--- config.mk ---
export PLATFORM = sky130hd
export DESIGN_NAME = seq_frame_tx
export DESIGN_NICKNAME = d
export VERILOG_FILES = /design/src/rtl/seq_frame_tx_pkg.sv /design/src/rtl/seq_frame_tx_piso_shift_reg.sv /design/src/rtl/seq_frame_tx.sv
export SDC_FILE = /design/constraint.sdc
export NUM_CORES = 1
export LEC_CHECK = 0
export CORE_MARGIN = 5
export CORE_UTILIZATION = 47
export CTS_BUF_LIST = sky130_fd_sc_hd__clkbuf_16
export DETAILED_ROUTE_END_ITERATION = 10
export GPL_TIMING_DRIVEN = 1
export PLACE_DENSITY = 0.82
export SLEW_MARGIN = 20
export SYNTH_ARGS = -nofsm -noshare
export SYNTH_HDL_FRONTEND = slang
export SYNTH_SLANG_ARGS = --single-unit
export TNS_END_PERCENT = 1
--- constraint.sdc ---
create_clock -name clk -period 2 [get_ports clk]
set_clock_uncertainty 0.2 [all_clocks]
set_input_delay 0.4 -clock clk [delete_from_list [all_inputs] [get_ports clk]]
set_output_delay 0.4 -clock clk [all_outputs]
set_load 0.02 [all_outputs]
--- src/rtl/seq_frame_tx_pkg.sv ---
// rtl/seq_frame_tx_pkg.sv - shared framing constants and state encoding for the serial frame path
package seq_frame_tx_pkg;

    typedef enum logic [1:0] {
        ST_IDLE = 2'b00,
        ST_SYNC = 2'b01,
        ST_DATA = 2'b10,
        ST_GAP  = 2'b11
    } state_t;

    // The receiving detector imports this same constant so both ends agree on framing.
    localparam logic [3:0] SYNC_PAT_DEFAULT = 4'b1101;
    localparam logic       IDLE_BIT_DEFAULT = 1'b0;

    function automatic int max3(input int a, input int b, input int c);
        int m;
        m = (a > b) ? a : b;
        return (m > c) ? m : c;
    endfunction

endpackage

--- src/rtl/seq_frame_tx_piso_shift_reg.sv ---
// rtl/seq_frame_tx_piso_shift_reg.sv - parallel-load, MSB-first serial-out shift register
module piso_shift_reg #(
    parameter int WIDTH = 8
) (
    input  logic             clk,
    input  logic             reset,
    input  logic             load,
    input  logic             shift,
    input  logic [WIDTH-1:0] data,
    output logic             msb
);

    logic [WIDTH-1:0] sr;

    always_ff @(posedge clk) begin
        if (reset) begin
            sr <= '0;
        end else if (load) begin
            sr <= data;
        end else if (shift) begin
            sr <= sr << 1;
        end
    end

    assign msb = sr[WIDTH-1];

endmodule

--- src/rtl/seq_frame_tx.sv ---
// rtl/seq_frame_tx.sv - serial frame generator: sync pattern, MSB-first payload, idle gap
module seq_frame_tx
    import seq_frame_tx_pkg::*;
#(
    parameter int                DATA_W     = 8,
    parameter int                SYNC_W     = 4,
    parameter logic [SYNC_W-1:0] SYNC_PAT   = SYNC_PAT_DEFAULT,
    parameter int                GAP_CYCLES = 2,
    parameter logic              IDLE_BIT   = IDLE_BIT_DEFAULT
) (
    input  logic              clk,
    input  logic              reset,
    input  logic              start,
    input  logic [DATA_W-1:0] data,
    output logic              ready,
    output logic              out,
    output logic              out_valid,
    output logic              sync_phase,
    output logic              done
);

    localparam int CNT_W = $clog2(max3(SYNC_W, DATA_W, GAP_CYCLES) + 1);
    localparam logic [CNT_W-1:0] SYNC_LAST = CNT_W'(SYNC_W);
    localparam logic [CNT_W-1:0] DATA_LAST = CNT_W'(DATA_W);
    localparam logic [CNT_W-1:0] GAP_LAST  = CNT_W'(GAP_CYCLES);
    localparam logic [CNT_W-1:0] CNT_ONE   = CNT_W'(1);

    state_t            state, state_n;
    logic [CNT_W-1:0]  cnt, cnt_n;
    logic              out_n, valid_n, sync_n, done_n, ready_n;
    logic              load, shift, sr_msb;
    logic [SYNC_W-1:0] sync_sh;

    piso_shift_reg #(.WIDTH(DATA_W)) u_piso (
        .clk   (clk),
        .reset (reset),
        .load  (load),
        .shift (shift),
        .data  (data),
        .msb   (sr_msb)
    );

    // cnt holds the number of bits of the current phase already on the line.
    assign sync_sh = SYNC_PAT << cnt;

    always_comb begin
        state_n = state;
        cnt_n   = cnt;
        out_n   = IDLE_BIT;
        valid_n = 1'b0;
        sync_n  = 1'b0;
        done_n  = 1'b0;
        ready_n = 1'b0;
        load    = 1'b0;
        shift   = 1'b0;
        case (state)
            ST_IDLE: begin
                ready_n = 1'b1;
                cnt_n   = '0;
                if (start && ready) begin
                    state_n = ST_SYNC;
                    cnt_n   = CNT_ONE;
                    out_n   = SYNC_PAT[SYNC_W-1];
                    valid_n = 1'b1;
                    sync_n  = 1'b1;
                    load    = 1'b1;
                    ready_n = 1'b0;
                end
            end
            ST_SYNC: begin
                valid_n = 1'b1;
                if (cnt != SYNC_LAST) begin
                    cnt_n  = cnt + CNT_ONE;
                    out_n  = sync_sh[SYNC_W-1];
                    sync_n = 1'b1;
                end else begin
                    state_n = ST_DATA;
                    cnt_n   = CNT_ONE;
                    out_n   = sr_msb;
                    shift   = 1'b1;
                    done_n  = (DATA_W == 1);
                end
            end
            ST_DATA: begin
                if (cnt != DATA_LAST) begin
                    cnt_n   = cnt + CNT_ONE;
                    out_n   = sr_msb;
                    shift   = 1'b1;
                    valid_n = 1'b1;
                    done_n  = (cnt_n == DATA_LAST);
                end else if (GAP_CYCLES == 0) begin
                    state_n = ST_IDLE;
                    cnt_n   = '0;
                    ready_n = 1'b1;
                end else begin
                    state_n = ST_GAP;
                    cnt_n   = CNT_ONE;
                end
            end
            ST_GAP: begin
                if (cnt != GAP_LAST) begin
                    cnt_n = cnt + CNT_ONE;
                end else begin
                    state_n = ST_IDLE;
                    cnt_n   = '0;
                    ready_n = 1'b1;
                end
            end
            default: state_n = ST_IDLE;
        endcase
    end

    always_ff @(posedge clk) begin
        if (reset) begin
            state      <= ST_IDLE;
            cnt        <= '0;
            ready      <= 1'b1;
            out        <= IDLE_BIT;
            out_valid  <= 1'b0;
            sync_phase <= 1'b0;
            done       <= 1'b0;
        end else begin
            state      <= state_n;
            cnt        <= cnt_n;
            ready      <= ready_n;
            out        <= out_n;
            out_valid  <= valid_n;
            sync_phase <= sync_n;
            done       <= done_n;
        end
    end

endmodule
After elaboration in Yosys (flattened, before gate mapping)
Cells that the tools add are included.
{ "word_totals": {"inputBits": 11, "regBits": 19} }
{ "op_classes": {"reduce_logical": 5, "n_eq_ne": 11, "n_addsub": 1, "n_mux": 26, "n_bitwise": 2, "n_shift": 1} }
{ "op_table": {"columns": ["op", "count"], "rows": [
  ["$mux W8", 2],
  ["$pmux W4 S4", 1],
  ["$mux W4", 3],
  ["$mux W1", 10],
  ["$mux W2", 4],
  ["$ne A2 B2 Y1 const B", 4],
  ["$pmux W2 S4", 1],
  ["$pmux W1 S2", 3],
  ["$pmux W1 S3", 2],
  ["$add A4 B1 Y4 const B", 1],
  ["$eq A2 B2 Y1 const B", 2],
  ["$eq A4 B4 Y1 const B", 1],
  ["$ne A4 B2 Y1 const B", 1],
  ["$ne A4 B3 Y1 const B", 1],
  ["$ne A4 B4 Y1 const B", 1],
  ["$reduce_and A4 Y1", 1],
  ["$shl A4 B4 Y4 const A", 1],
  ["$reduce_or A3 Y1", 1],
  ["$eq A2 B1 Y1 const B", 1],
  ["$logic_not A2 Y1", 1],
  ["$not A1 Y1", 2],
  ["$reduce_bool A2 Y1", 1],
  ["$logic_and A1 B1 Y1", 1]
]} }

Depth between registers and ports, before layout
{ "logic_depth": {"depth_word": 5, "depth_mapped": 7, "mapped_depth_nobuf": 6} }

Modules after synthesis
A second synthesis with hierarchy kept.
{ "unflattened": {"hier_cells": 110, "hier_area_um2": 1031.0} }
{ "by_module_without_submodules": {"columns": ["module", "seq_area_each_um2", "cells_each", "n_inst", "area_per_inst_um2"], "rows": [
  ["seq_frame_tx", 220.2, 75, 1, 661.9],
  ["piso_shift_reg", 160.2, 35, 1, 369.1]
]} }

Worst setup path before layout
Ideal clock, no wire load.
{ "synth_timing": {"path_kind": "reg2reg", "from": "register state[1]", "to": "register state[0]", "path_stages_with_launch": 8, "path_buffers": 1, "setup_slack_ps": 121, "setup_ps": 87, "arrival_time_ps": 1592, "cell_sequence": "dfxtp_1 > inv_1 > ha_1 > buf_2 > nor4b_4 > o32ai_2 > or4_1 > o31ai_1"} }
{ "synth_via": {"elab_chain_len": 3} }
{ "synth_rtl": {"columns": ["item", "line", "rtl"], "rows": [
  ["start, declared", "seq_frame_tx.sv:28", "state_t state, state_n;"],
  ["start signal, assigned", "seq_frame_tx.sv:123", "state <= state_n;"],
  ["$eq A2 B2 Y1 (tied with other cells)", "seq_frame_tx.sv:56", "case (state)"],
  ["$ne A2 B2 Y1 (no source line)", null, null],
  ["$reduce_and A4 Y1 (no source line)", null, null]
]} }
Several ways; a longest one is shown, not always the timed one.
A chain may end at the register's enable or synchronous reset.

Final worst setup path
{ "layout_timing": {"from": "register cnt[0]", "to": "register state[1]"} }
{ "layout_via": {"elab_chain_len": 3} }
{ "layout_rtl": {"columns": ["item", "line", "rtl"], "rows": [
  ["start, declared", "seq_frame_tx.sv:29", "logic [CNT_W-1:0] cnt, cnt_n;"],
  ["start signal, assigned", "seq_frame_tx.sv:124", "cnt <= cnt_n;"],
  ["$ne A4 B2 Y1 (tied with other cells)", "seq_frame_tx.sv:101", "if (cnt != GAP_LAST) begin"],
  ["$ne A2 B2 Y1 (no source line)", null, null],
  ["$reduce_and A4 Y1 (no source line) (*)", null, null]
]} }
Every way passes the cells marked *; elsewhere a longest branch is shown, timed or not.

==> impl_metrics.csv <==
group,metric,value,unit
yosys,yosysTopAreaCell,"dfxtp_1",
critical_path,worst_ep_arrival_time,1.95,ns
hold_path,hp-class,"flop to flop",
global_route,grt-ovfl-total,0,
die,chipHeight,57.46,um
yosys,syn_area_per_cell,9.451,um2
cells_and_area,area_growth,37.00,%
routing,first_iter_violations,9,
clocking,htree_levels,1,
die,start_util,0.4832,
yosys,ys_seq_elements,19,
critical_path,critPathMaxFanout,6,
pwr,leakagePower,0.5757,nW
yosys,yosys.area.top_type_share,0.3593,
clocking,cts_buffers,3,
yosys,synth.distinct_cells,38,
die,io_pins,16,
global_route,antenna_found_initial,0,
critical_path,slowest_stage,"or4b_4",
timing,clock.fmax,503.1,MHz
cells_and_area,diodes,0,
cells_and_area,stdcell_area,1450,um2
global_route,grt_pass1_vias,919,
yosys,synth_nets,131,
cells_and_area,drive_above_1_share,0.2574,
critical_path,start_kind,"flop",
flow_run,cap_violations,0,
die,dieArea,3301,um2
status,status,"complete, no violations",
clocking,insertion_delay,0.25,ns
critical_path,cp_slowest_stage_delay,0.50,ns
critical_path,crit_required,1.96,ns
die,coreArea,2191,um2
die,core.rowCount,17,
critical_path,crit_type,"flop to flop",
place,place.gp.congestion,0.8803,
routing,vias,964,
routing,drc,0,
timing,setup_viol,0,
clocking,path_clk_slew,0.05,ns
global_route,grt_pass1_wl,4.195,mm
yosys,synth_cells,112,
routing,routed_wirelength,2.762,mm
timing,finalHoldViolCount,0,
critical_path,path_cells,"inv_1 > ha_2 > and3b_1 > o32ai_4 > or4b_4 > o31ai_2",
routing,postRouteAntennaNets,0,
timing,min_period,1.988,ns
global_route,grtUsageTotal,0.1638,
routing,drt-pass1-iter-count,4,
clocking,clock_sinks,19,
yosys,ys.flop_type,"dfxtp_1",
critical_path,cpLargestDelayFamily,"simple AND/OR/NAND/NOR gates",
yosys,async_flop_share,0,
place,place_hpwl,1.748,mm
timing,drv_slew,0,
cells_and_area,nNetsFinal,156,
pwr,ir_worst_vdd,0.7809,mV
timing,min_period_over_period,0.9938,
cells_and_area,final_util,0.6619,
clocking,clock_path_buffers,2,
clocking,clockRootBuffer,"clkbuf_16",
yosys,yosysWarnings,0,
timing,worstMarginPinSlew,0.4040,ns
die,die_w,57.46,um
clocking,cts_tree,"yes",
yosys,synth-edff-count,0,
routing,wl_per_cell,16.84,um
yosys,syn_area,1059,um2
critical_path,worst_setup_path_end_kind,"flop",
place,dpl_cell_area,1265,um2
critical_path,crit_buf_inv,1,
place,io_buffers,15,
yosys,yosysSeqAreaShare,0.3593,
yosys,ys_top_cells_by_area,"dfxtp_1 (36%), ha_1 (9.5%), mux2i_1 (6.6%)",
global_route,grt_max_degree,18,
timing,relSlewSlack,0.7237,
pwr,powerDensity,1257,nW/um2
routing,viasPerCell,5.878,
## per-layer routing
| layer | track usage | wire (um) | vias to the layer above |
|---|---|---|---|
| met2 | 0.2790 | 1450 | 22 |
| li1 | - | - | 459 |
| met1 | 0.1839 | 1158 | 473 |
| met3 | 0.04072 | 77 | 10 |
| met5 | 0 | 0 | - |
| met4 | 0.09272 | 76 | 0 |
## layout by cell type (no fill, tap or decap), types with 2 or more instances in the layout
cell	Yosys	final
nor2_1	18	18
dfxtp_1	19	18
clkdlybuf4s50_1	0	15
buf_4	1	12
a211oi_1	8	7
mux2i_1	7	6
nand2_1	5	5
inv_1	6	4
nand3_1	4	4
a21oi_1	3	3
ha_2	0	3
ha_4	0	3
clkbuf_16	0	3
inv_2	0	2
and3_1	2	2
xnor2_1	2	2
ha_1	8	2
## per-stage QoR
stage / setup TNS [ns] / setup slack [ns] / instances / power [mW] / hold WS [ns]
after floorplan: 0 / 0.1213 / 112 / 0.9828 / 0.2428
after global placement: 0 / 0.03518 / 156 / 1.179 / 0.2574
after detailed placement: -0.05202 / -0.03684 / 156 / 1.214 / 0.2606
after CTS: -0.004209 / -0.003120 / 160 / 1.645 / 0.2702
after global routing: -0.06252 / -0.03858 / 164 / 1.923 / 0.2993
final: 0 / 0.01232 / 164 / 1.823 / 0.2709
## worst min-delay path, delay by kind of cell, from the launching register on
family / cells / cell delay [ns]
AO/OA/AOI/OAI: 1 / 0.05
AND/OR/NAND/NOR: 1 / 0.06
flip-flops: 1 / 0.31
## power by group
| group | total (mW) | leakage (nW) | internal (mW) | switching [mW] |
|---|---|---|---|---|
| sequential | 0.555 | 0.157 | 0.483 | 0.0717 |
| clock | 0.414 | 0.0409 | 0.268 | 0.146 |
| combinational | 0.853 | 0.378 | 0.408 | 0.445 |
| total | 1.82 | 0.576 | 1.16 | 0.663 |
## worst paths after layout
kind / startpoint / to / slack, ns / cells past startpoint
worst min register to register: u_piso.sr[0] / u_piso.sr[0] / 0.27 / 2
worst max register to register: cnt[0] / state[1] / 0.01 / 6
worst min-delay path: u_piso.sr[0] / u_piso.sr[0] / 0.27 / 2
worst max-delay path: cnt[0] / state[1] / 0.01 / 6
## timing repair
action,4_1_cts,5_1_grt
gates resized for setup,1,15
hold buffers,0,0
pin swaps,0,3
setup buffers,0,4
endpoints found under the setup margin,3,9
endpoints found under the hold margin,0,0
## cell families after synthesis
family          synth area share
mux                      0.06620
buf+inv                  0.05791
compound gates            0.1962
fa+ha+maj                0.09457
simple gates              0.2092
xor+xnor                 0.01655
flops                     0.3593
## sequential cells by signal (all words and copies together) (netlist names)
register,count
u_piso.sr,8
cnt,4
ready,1
out,1
out_valid,1
done,1
state,2
sync_phase,1
## synthesized netlist by cell type, types with 2 or more instances
library cell / n
and3_1: 2
nand3_1: 4
nand2_1: 5
o31ai_1: 2
clkbuf_1: 3
ha_1: 8
inv_1: 6
a21oi_1: 3
dfxtp_1: 19
nor2_1: 18
xnor2_1: 2
a211oi_1: 8
mux2i_1: 7
## cell type report
class,instances,area (um2)
multi-input cells,80,690.7
flip-flops and latches,19,381.6
clock buffers,3,75.07
fillers,165,740.7
clock inverters,1,5.005
well taps,28,35.03
repair buffers,27,240.2
inverters,6,22.52
Power figures use the tool's default switching activity.
